`src/rtl/alu_arbiter.sv`:
```
// Round-robin arbiter sharing one combinational Alu between two requesters.
// Each requester owns a response slot that holds its captured result until consumed.

module alu_arbiter_slot #(
  parameter int WIDTH = 32
) (
  input  logic             clk,
  input  logic             rst_n,
  input  logic             load,
  input  logic             take,
  input  logic [WIDTH-1:0] res,
  input  logic             zero,
  output logic             valid,
  output logic [WIDTH-1:0] alu,
  output logic             zf
);
  always_ff @(posedge clk or negedge rst_n) begin
    if (!rst_n) begin
      valid <= 1'b0;
      alu   <= '0;
      zf    <= 1'b0;
    end else if (load) begin
      // a fresh grant wins over a same-cycle drain so back-to-back ops stream
      valid <= 1'b1;
      alu   <= res;
      zf    <= zero;
    end else if (take) begin
      valid <= 1'b0;
    end
  end
endmodule

module alu_arbiter #(
  parameter int WIDTH  = 32,
  parameter int ALUC_W = 4
) (
  input  logic              i_clk,
  input  logic              i_rst_n,
  input  logic              i_req0_valid,
  output logic              o_req0_ready,
  input  logic [WIDTH-1:0]  i_req0_r,
  input  logic [WIDTH-1:0]  i_req0_s,
  input  logic [ALUC_W-1:0] i_req0_aluc,
  output logic              o_rsp0_valid,
  input  logic              i_rsp0_ready,
  output logic [WIDTH-1:0]  o_rsp0_alu,
  output logic              o_rsp0_zf,
  input  logic              i_req1_valid,
  output logic              o_req1_ready,
  input  logic [WIDTH-1:0]  i_req1_r,
  input  logic [WIDTH-1:0]  i_req1_s,
  input  logic [ALUC_W-1:0] i_req1_aluc,
  output logic              o_rsp1_valid,
  input  logic              i_rsp1_ready,
  output logic [WIDTH-1:0]  o_rsp1_alu,
  output logic              o_rsp1_zf,
  output logic [WIDTH-1:0]  o_alu_r,
  output logic [WIDTH-1:0]  o_alu_s,
  output logic [ALUC_W-1:0] o_alu_aluc,
  input  logic [WIDTH-1:0]  i_alu_out,
  input  logic              i_alu_zf
);
  localparam int NUM_REQ = 2;

  logic [NUM_REQ-1:0]             req_valid, rsp_ready, rsp_valid;
  logic [NUM_REQ-1:0]             free, elig, grant;
  logic [NUM_REQ-1:0][WIDTH-1:0]  req_r, req_s, rsp_alu;
  logic [NUM_REQ-1:0][ALUC_W-1:0] req_aluc;
  logic [NUM_REQ-1:0]             rsp_zf;
  logic                           prio;

  assign req_valid = {i_req1_valid, i_req0_valid};
  assign rsp_ready = {i_rsp1_ready, i_rsp0_ready};
  assign req_r     = {i_req1_r, i_req0_r};
  assign req_s     = {i_req1_s, i_req0_s};
  assign req_aluc  = {i_req1_aluc, i_req0_aluc};

  // a slot draining this cycle can accept a new result on the same edge
  assign free = ~rsp_valid | rsp_ready;
  assign elig = req_valid & free;

  always_comb begin
    grant = elig;
    if (&elig) grant = prio ? 2'b10 : 2'b01;
  end

  always_ff @(posedge i_clk or negedge i_rst_n) begin
    if (!i_rst_n)    prio <= 1'b0;
    else if (|grant) prio <= grant[0];
  end

  always_comb begin
    o_alu_r    = '0;
    o_alu_s    = '0;
    o_alu_aluc = '0;
    for (int n = 0; n < NUM_REQ; n++) begin
      if (grant[n]) begin
        o_alu_r    = req_r[n];
        o_alu_s    = req_s[n];
        o_alu_aluc = req_aluc[n];
      end
    end
  end

  for (genvar n = 0; n < NUM_REQ; n++) begin : g_slot
    alu_arbiter_slot #(.WIDTH(WIDTH)) u_slot (
      .clk  (i_clk),
      .rst_n(i_rst_n),
      .load (grant[n]),
      .take (rsp_ready[n]),
      .res  (i_alu_out),
      .zero (i_alu_zf),
      .valid(rsp_valid[n]),
      .alu  (rsp_alu[n]),
      .zf   (rsp_zf[n])
    );
  end

  assign o_req0_ready = grant[0];
  assign o_req1_ready = grant[1];
  assign o_rsp0_valid = rsp_valid[0];
  assign o_rsp1_valid = rsp_valid[1];
  assign o_rsp0_alu   = rsp_alu[0];
  assign o_rsp1_alu   = rsp_alu[1];
  assign o_rsp0_zf    = rsp_zf[0];
  assign o_rsp1_zf    = rsp_zf[1];
endmodule

```
`config.mk`:
```
export PLATFORM = sky130hd
export DESIGN_NAME = alu_arbiter
export DESIGN_NICKNAME = d
export VERILOG_FILES = /design/src/rtl/alu_arbiter.sv
export SDC_FILE = /design/constraint.sdc
export NUM_CORES = 1
export LEC_CHECK = 0
export BUFFER_PORTS_ARGS = -buffer_cell sky130_fd_sc_hd__buf_4
export CAP_MARGIN = 20
export CORE_AREA = 2 2 120 122
export CTS_CLUSTER_SIZE = 8
export DETAILED_ROUTE_END_ITERATION = 7
export DIE_AREA = 0 0 122 124
export PLACE_DENSITY = 0.55
export SYNTH_ARGS = -nofsm -noshare
export SYNTH_HDL_FRONTEND = slang
export SYNTH_SLANG_ARGS = --single-unit
```
`constraint.sdc`:
```
create_clock -name i_clk -period 5.2 [get_ports i_clk]
set_input_delay 1.04 -clock i_clk [delete_from_list [all_inputs] [get_ports i_clk]]
set_output_delay 1.04 -clock i_clk [all_outputs]
set_load 0.02 [all_outputs]
```
Yosys cells after proc, flatten, opt, wreduce, memory -nomap -nowiden
Index checks and enable logic that the tools add are counted.
Storage, ports and cells
  logic and storage cells: 26
  ROM bits: 0
  bits of input ports: 175
  RAM bits: 0
  memories kept: 0
  latch bits: 0
  output and inout port bits: 138
  register bits: 69
Operators by class
  div/mod/pow operators: 0
  equality and inequality tests: 0
  reduce and logical (&&, ||, !) cells: 4
  multipliers: 0
  shifts and indexed selects: 0
  order comparisons: 0
  muxes and demuxes: 12
  bitwise operators: 3
  add/subtract/negate cells: 0
Operators with widths (number)
  32-bit two-way mux: 4
  4-bit two-way mux: 2
  1-bit two-way mux: 4
  2-bit two-way mux: 2
  2-bit nonzero test: 2
  2-bit AND: 1
  2-bit NOT: 1
  2-bit OR: 1
  2-bit AND reduction: 1
  2-bit OR reduction: 1

Depth between registers and ports, before layout
Gate-level depths: netlist (run 1).
  depth in word-level cells: 7
  depth in mapped cells: 6
  depth with buffers taken out: 4

By module
Synthesis (run 1) repeated with hierarchy kept, for this count alone.
Second synthesis, totals
  cells, all modules: 240
  area total of the unflattened synthesis: 3606.0 um^2
Modules (own cells, without submodules)
  alu_arbiter_slot: seq. area each 850.8 um^2, area an instance 1413.9 um^2, cells each 73, instances 2
  alu_arbiter: seq. area each 25.0 um^2, area an instance 778.2 um^2, cells each 94, instances 1

Worst setup path after synthesis (run 1)
Ideal clock, no wire load.
  path type: in2out
  from: input i_rsp0_ready
  to: output o_alu_r[22]
  arrival: 2.234 ns
  required time: 4.160 ns
  setup slack: 1.926 ns
  path buffers: 1
  stages: 5
  cells stage by stage: nor2b_2 -> o211ai_4 -> inv_4 -> clkbuf_1 -> a22o_1
Between the ends
  elaborated cells on any way between the ends: 6
  classes of those cells: mux (3); bitwise (2); reduce/logical (1)
RTL lines
  start: declaration: line 45  | input logic i_rsp0_ready,
  2-bit OR: line 79  | assign free = ~rsp_valid | rsp_ready;
  2-bit AND: line 80  | assign elig = req_valid & free;
  2-bit AND reduction: line 84  | if (&elig) grant = prio ? 2'b10 : 2'b01;
  2-bit two-way mux: line 84
  via o_req1_ready: line 49  | output logic o_req1_ready,
  32-bit two-way mux: line 97  | if (grant[n]) begin
  end: declaration: line 57  | output logic [WIDTH-1:0] o_alu_r,
The timed path passes the listed nets, and every way through them passes these cells.

Final worst setup path (run 1)
  from: input i_rsp0_ready
  to: output o_alu_r[20]
Between the ends
  longest elaborated chain between the ends: 6
RTL lines (line)
  2-bit OR (*): 79
  2-bit AND (*): 80
  2-bit AND reduction: 84
  2-bit two-way mux (*): 84
  32-bit two-way mux: 97
  32-bit two-way mux (*): 97
Every way passes the cells marked *; elsewhere a longest branch is shown, timed or not.

==> metrics.md, run 1 <==
| Metric | Value |
|---|---|
| Status | completed |
| Final worst-path cycle share | 76.1% |
| Achievable Freq | 253 MHz |
| P_int | 1.71 mW |
| Detailed placement HPWL | 11.3 mm |
| Crit-path cells | buf_4 > nor2b_2 > o211ai_4 > inv_4 > a22o_1 > buf_4 |
| Die area | 15100 sq um |
| Slowest cell on crit path | inv_4 |
| DRT Pass-1 Iters | 4 |
| Critical path required time | 4160 ps |
| Multi-input gate area | 1510 sq um |
| Via Count | 3338 |
| RSZ-0062 raised after global routing | false |
| Post-Route WL | 14.4 mm |
| Standard-cell rows | 43 |
| Most frequent cells in the layout | buf_4 (315), dfrtp_1 (69), a22o_1 (68) |
| Finish-stage setup viols | 0 |
| Synth area leaders | dfrtp_1 (51%), a22o_1 (17%), mux2_2 (14%) |
| Routed Antenna Nets | 0 |
| Initial antenna violation count | 0 |
| Max_cap viols | 0 |
| Wire per inst | 19.9 microns |
| CTS buffer count | 9 |
| CTS tree | yes |
| Synth Cell Area | 3410 sq um |
| Final Slew Violations | 0 |
| # fillers | 1316 |
| Avg Synthesized Cell Area | 14.5 sq um |
| Critical path buffers and inverters | 3 |
| Starting Density | 24.8% |
| Largest net degree at the start of global routing | 71 |
| Seq pwr share | 29.2% |
| Hold_buf cts | 0 |
| Top cell type by total area after synthesis | dfrtp_1 |
| Clock root buffer | clkbuf_16 |
| Nets@finish | 715 |
| Cell family with most CP delay | buffers and inverters |
| Layout cell share with drive strength beyond 1 | 72.7% |
| Startpoint Class | input pin |
| # IOs | 313 |
| Initial drt markers | 87 |
| Crit path top cell by count | buf_4 |
| Final Hold Vio Count | 0 |
| Comb pwr share | 44.0% |
| GP Congestion | 0.757 |
| Final Util | 45.0% |
| CP Class | input pin to output port |
| Synth top area share | 50.7% |
| Core area | 13700 sq um |
| # DRC | 0 |
| Maximum vdd ir drop | 0.271 mV |
| Tot GR Track Use | 17.2% |
| Type of the most critical hold path | register to register |
| Area grow syn2layout | 81.1% |
| Rel. slew slack | 41.4% |
| Skew-Pair Late Insertion Delay | 320 ps |
| Post-CTS Resized | 0 |
| ANT cells | 0 |
| Post-CTS Setup Inserts | 0 |
| CTS clk-pin slew, worst paths | 60 ps |
| Clk pwr share | 26.8% |
| Switching Share | 34.1% |
| Die height | 124 microns |
| Number of distinct library cells after synthesis | 17 |
| Clk sink count | 69 |
| Syn Inst Count | 235 |
| Crit end category | output port |
| CP peak stage delay | 630 ps |
| Die Wd | 122 microns |
| Clock skew after layout | 5.89 ps |
| Syn Nets | 410 |
| Count of port buffers added during placement | 312 |
| Seq/Total Area, Yosys | 50.7% |
| Vias per std cell | 4.62 |
| Critical path fanouts, max | 70 |
| Tmin final | 3960 ps |
| Static Leak | 3.13 nW |
| Register bit total from synthesis | 69 |
| First-pass GRT wire length | 19.2 mm |
| Vias in the first global route | 3246 |
| Slew @ Worst Pin | 880 ps |
| Register area | 1730 sq um |
| Overflow after GRT | 0 |
| H-Tree Depth | 3 |
| CTS Buffer Depth | 2 |
| Setup TNS | 0 ps |
| Switch Pwr | 886 uW |
| Count of warnings emitted by yosys | 0 |
| PD cells | 422 nW/um^2 |
| Most common cell after layout, fill and taps aside | buf_4 |
| WP data arrival | 2920 ps |
-- layout make-up --
cell class                 count  share of cell area, %
timing repair buffer         315                   38.3
inverter                       2                  0.162
clock buffer                  10                   3.87
tap                          180                   3.65
multi-input combinational    143                   24.4
clock inverter                 4                   1.58
sequential                    69                   28.0
-- per-layer routing --
metal / share of wire [%] / GRT usage (%) / up-vias
met5: 0 / 0 / -
met4: 2.4 / 6.32 / 0
met3: 9.9 / 5.22 / 17
met2: 52 / 30.2 / 171
met1: 36 / 19.7 / 1634
li1: - / - / 1516
-- path summary, 6_finish.rpt --
kind                                                     from  cells after the start  slack, ps                              endpoint
setup / recovery                                 i_rsp0_ready                      6       1240                           o_alu_r[20]
hold / removal                g_slot[0].u_slot.zf$_DFFE_PN0P_                      1        490       g_slot[0].u_slot.zf$_DFFE_PN0P_
setup reg to reg           g_slot[0].u_slot.valid$_DFFE_PN0P_                      5       2560  g_slot[1].u_slot.alu[15]$_DFFE_PN0P_
hold reg to reg               g_slot[0].u_slot.zf$_DFFE_PN0P_                      1        490       g_slot[0].u_slot.zf$_DFFE_PN0P_
max in group asynchronous                             i_rst_n                      1       3800  g_slot[0].u_slot.alu[18]$_DFFE_PN0P_
min in group asynchronous                             i_rst_n                      1        840  g_slot[0].u_slot.alu[26]$_DFFE_PN0P_
-- through the flow --
| stage | hold WS, ps | cells | setup slack, ps | instance area, sq um | power, mW |
|---|---|---|---|---|---|
| after floorplan | 497 | 235 | 1930 | 3410 | 1.38 |
| after global placement | 473 | 709 | 1270 | 5830 | 1.91 |
| after detailed placement | 485 | 709 | 1240 | 5830 | 1.92 |
| after CTS | 498 | 723 | 1240 | 6170 | 2.64 |
| after global routing | 511 | 723 | 1140 | 6170 | 2.71 |
| final | 493 | 723 | 1240 | 6170 | 2.60 |
-- cell families (layout without fill, tap and decap cells) --
| logic type | count (synthesis) | after routing | share of synthesized area, % |
|---|---|---|---|
| AO/OA/AOI/OAI | 71 | 71 | 18.8 |
| flip-flops | 69 | 69 | 50.7 |
| multiplexers | 66 | 66 | 23.6 |
| buffers and inverters | 23 | 331 | 5.47 |
| AND/OR/NAND/NOR | 6 | 6 | 1.47 |
-- cell usage after synthesis --
| master | count |
|---|---|
| inv_4 | 1 |
| buf_4 | 12 |
| a22o_1 | 68 |
| mux2_1 | 7 |
| nand2_1 | 2 |
| inv_1 | 1 |
| or2_2 | 1 |
| o2bb2ai_1 | 1 |
| buf_6 | 7 |
| dfrtp_1 | 69 |
| o211ai_4 | 1 |
| nor2b_2 | 1 |
| nand2b_4 | 2 |
| mux2_4 | 16 |
| clkbuf_1 | 2 |
| mux2_2 | 43 |
| a311oi_2 | 1 |
-- registers in the layout, summed over array words and instances (netlist names) --
signal,flops
g_slot.u_slot.alu,64
g_slot.u_slot.valid,2
g_slot.u_slot.zf,2
prio,1
-- power groups by stage --
| stage | Sequential (mW) | Combinational, mW | Clock [mW] |
|---|---|---|---|
| 3_5_place_dp | 0.767 | 1.16 | 0 |
| 5_1_grt | 0.777 | 1.20 | 0.736 |
| 2_1_floorplan | 0.936 | 0.443 | 0 |
| 6_report | 0.760 | 1.15 | 0.697 |
| 4_1_cts | 0.761 | 1.16 | 0.717 |
| 3_3_place_gp | 0.762 | 1.15 | 0 |
Power figures use the tool's default switching activity.
==> run 2: changes to the inputs <==
CORE_AREA = 2 2 122 124   (was 2 2 120 122)
DIE_AREA = 0 0 124 126   (was 0 0 122 124)
PLACE_DENSITY = 0.54   (was 0.55)
clock period = 3.7 ns   (was 5.2 ns; I/O delays follow)
==> run 2 against run 1 <==
Effect of this change: die area is 3.3% higher; register-to-register slack worse by 1400 ps; critical path type unchanged; utilization shrank 2.0 points; hold slack about the same; routed wire length down 4.4%; via count is 2.2% lower; global-route usage decreased by 0.76 points; clock power grew 21%; non-clock buffer count grew 2.
==> metrics.md, run 2 (synthesis results as in run 1) <==
| Metric | Value |
|---|---|
| Max_cap viols | 0 (unchanged) |
| Largest register FFs | 64 (unchanged) |
| Routed Antenna Nets | 0 (unchanged) |
| Initial antenna violation count | 0 (unchanged) |
| Die area | 15600 sq um (+3.3%) |
| PD cells | 572 nW/um^2 (+36%) |
| Final worst-path cycle share | 88.6% |
| DRT Pass-1 Iters | 4 (unchanged) |
| CTS buffer count | 9 (unchanged) |
| Crit-path cells | buf_4 > nor2b_2 > o211ai_4 > inv_4 > a22o_1 > buf_4 |
| Overflow after GRT | 0 (unchanged) |
| Crit end category | output port |
| Crit path top cell by count | buf_4 |
| Vias in the first global route | 3193 (-1.6%) |
| Area grow syn2layout | 80.3% |
| Critical path required time | 2960 ps (-1200 ps) |
| Critical path destination | o_alu_r[19] |
| Count of port buffers added during placement | 312 (unchanged) |
| Largest net degree at the start of global routing | 72 (+1.4%) |
| Post-Route WL | 13.8 mm (-4.4%) |
| Final Hold Vio Count | 0 (unchanged) |
| H-Tree Depth | 3 (unchanged) |
| WP data arrival | 2540 ps (-380 ps) |
| Post-CTS Setup Inserts | 0 (unchanged) |
| First-pass GRT wire length | 19.0 mm (-1.3%) |
| Rel. slew slack | 41.5% (+0.13 points) |
| Static Leak | 3.13 nW (-0.17%) |
| Tot GR Track Use | 16.4% (-0.76 points) |
| CP Class | input pin to output port |
| Post-DP Area | 5850 sq um (+0.34%) |
| Critical path fanouts, max | 71 (+1.4%) |
| Die Wd | 124 microns (+1.6%) |
| Standard-cell rows | 44 (+2.3%) |
| Setup TNS | 0 ps (unchanged) |
| Startpoint Class | input pin |
| Die height | 126 microns (+1.6%) |
| Vias per std cell | 4.47 (-3.2%) |
| Via Count | 3264 (-2.2%) |
| Skew-Pair Late Insertion Delay | 330 ps (about the same) |
| Hold_buf cts | 0 (unchanged) |
| ANT cells | 0 (unchanged) |
| Path depth of the worst reg2reg path | 5 (unchanged) |
| Clock root buffer | clkbuf_16 |
| # DRC | 0 (unchanged) |
| Final Cell Area | 6140 sq um (-0.41%) |
| Biggest register | g_slot.u_slot.alu |
| WHS | 493 ps (-0.274 ps) |
| Flop2flop setup slack | 1170 ps (-1390 ps) |
| Final Slew Violations | 0 (unchanged) |
| Finish-stage setup viols | 0 (unchanged) |
| Initial drt markers | 63 (-28%) |
| Multi-input gate area | 1510 sq um (unchanged) |
| Nets@finish | 717 (+0.28%) |
| CP peak stage delay | 610 ps (-20 ps) |
| Worst R2R End | g_slot[1].u_slot.alu[6]$_DFFE_PN0P_ |
| Maximum vdd ir drop | 0.325 mV (+20%) |
| CTS Buffer Depth | 2 (unchanged) |
| Clk sink count | 69 (unchanged) |
| RSZ-0062 raised after global routing | false |
| GP Congestion | 0.762 (+0.67%) |
| Core area | 14300 sq um (+4.3%) |
| Register area | 1730 sq um (unchanged) |
| # IOs | 313 (unchanged) |
| CP Launch Point | i_rsp0_ready |
| FF-to-FF Start | g_slot[0].u_slot.valid$_DFFE_PN0P_ |
| Detailed placement HPWL | 10.7 mm (-5.4%) |
| Clock skew after layout | 4.83 ps (-1.06 ps) |
| Most common cell after layout, fill and taps aside | buf_4 |
| Starting Density | 23.8% (-1.0 points) |
| Biggest regs | g_slot.u_slot.alu: 64 flops, g_slot.u_slot.valid: 2 flops, g_slot.u_slot.zf: 2 flops |
| Status | completed |
| Slowest cell on crit path | inv_4 |
| Most frequent cells in the layout | buf_4 (317), dfrtp_1 (69), a22o_1 (68) |
| CTS tree | yes |
| Tmin final | 3280 ps |
| Layout cell share with drive strength beyond 1 | 72.7% (about the same) |
| # fillers | 1379 (+4.8%) |
| CTS clk-pin slew, worst paths | 50 ps (about the same) |
| Type of the most critical hold path | register to register |
| Slew @ Worst Pin | 878 ps (-2.02 ps) |
| Achievable Freq | 305 MHz |
| Wire per inst | 18.9 microns (-5.3%) |
| Post-CTS Resized | 0 (unchanged) |
[run 2: cell types whose count changed in the layout (fill, tap and decap cells not counted), sizes merged]
cell | previous run | this run
bufinv | 3 | 1
clkbuf | 10 | 11
clkinvlp | 1 | 0
clkinv | 0 | 3
buf | 315 | 317
[run 2: worst min-delay path by stage]
stage / slack, ps / endpoint / startpoint / cells after the start
final: 490 / g_slot[0].u_slot.alu[8]$_DFFE_PN0P_ / g_slot[0].u_slot.alu[8]$_DFFE_PN0P_ / 1
after global routing: 510 / g_slot[0].u_slot.alu[8]$_DFFE_PN0P_ / g_slot[0].u_slot.alu[8]$_DFFE_PN0P_ / 1
after CTS: 500 / g_slot[0].u_slot.alu[8]$_DFFE_PN0P_ / g_slot[0].u_slot.alu[8]$_DFFE_PN0P_ / 1
after detailed placement: 480 / g_slot[0].u_slot.alu[29]$_DFFE_PN0P_ / g_slot[0].u_slot.alu[29]$_DFFE_PN0P_ / 1
after global placement: 470 / g_slot[0].u_slot.alu[8]$_DFFE_PN0P_ / g_slot[0].u_slot.alu[8]$_DFFE_PN0P_ / 1
after floorplan: 440 / g_slot[0].u_slot.alu[0]$_DFFE_PN0P_ / i_rst_n / 0
[run 2: routing by layer]
layer	GRT usage [%]	wire (microns)
met1	18.8	5250
met5	0	0
met2	29.1	7000
met3	5.66	1300
met4	3.97	235
[run 2: stage by stage]
| step | util [%] | total power [mW] | std cells | worst slack, ps |
|---|---|---|---|---|
| final | 42.9 | 3.51 | 730 | 421 |
| after global routing | 42.9 | 3.69 | 730 | 251 |
| after CTS | 42.9 | 3.56 | 730 | 395 |
| after detailed placement | 40.9 | 2.69 | 715 | 402 |
| after global placement | 40.9 | 2.68 | 715 | 442 |
| after floorplan | - | 1.94 | 235 | 1030 |
[run 2: critical path, delay by kind of cell]
family                 cells  cell delay (ps)
AND/OR/NAND/NOR            1              260
buffers and inverters      3              910
AO/OA/AOI/OAI              2              560
[run 2: power breakdown]
part	internal (mW)	switching (mW)	leakage (nW)
clock network	0.535	0.310	0.145
logic	0.788	0.810	2.17
registers	0.957	0.111	0.805
[run 2: cell type report]
cell class	count	area share, %
multi-input cells	143	24.5
flip-flops and latches	69	28.1
inverters	2	0.163
clock buffers	11	3.95
well taps	184	3.75
repair buffers	317	38.7
clock inverters	4	0.794
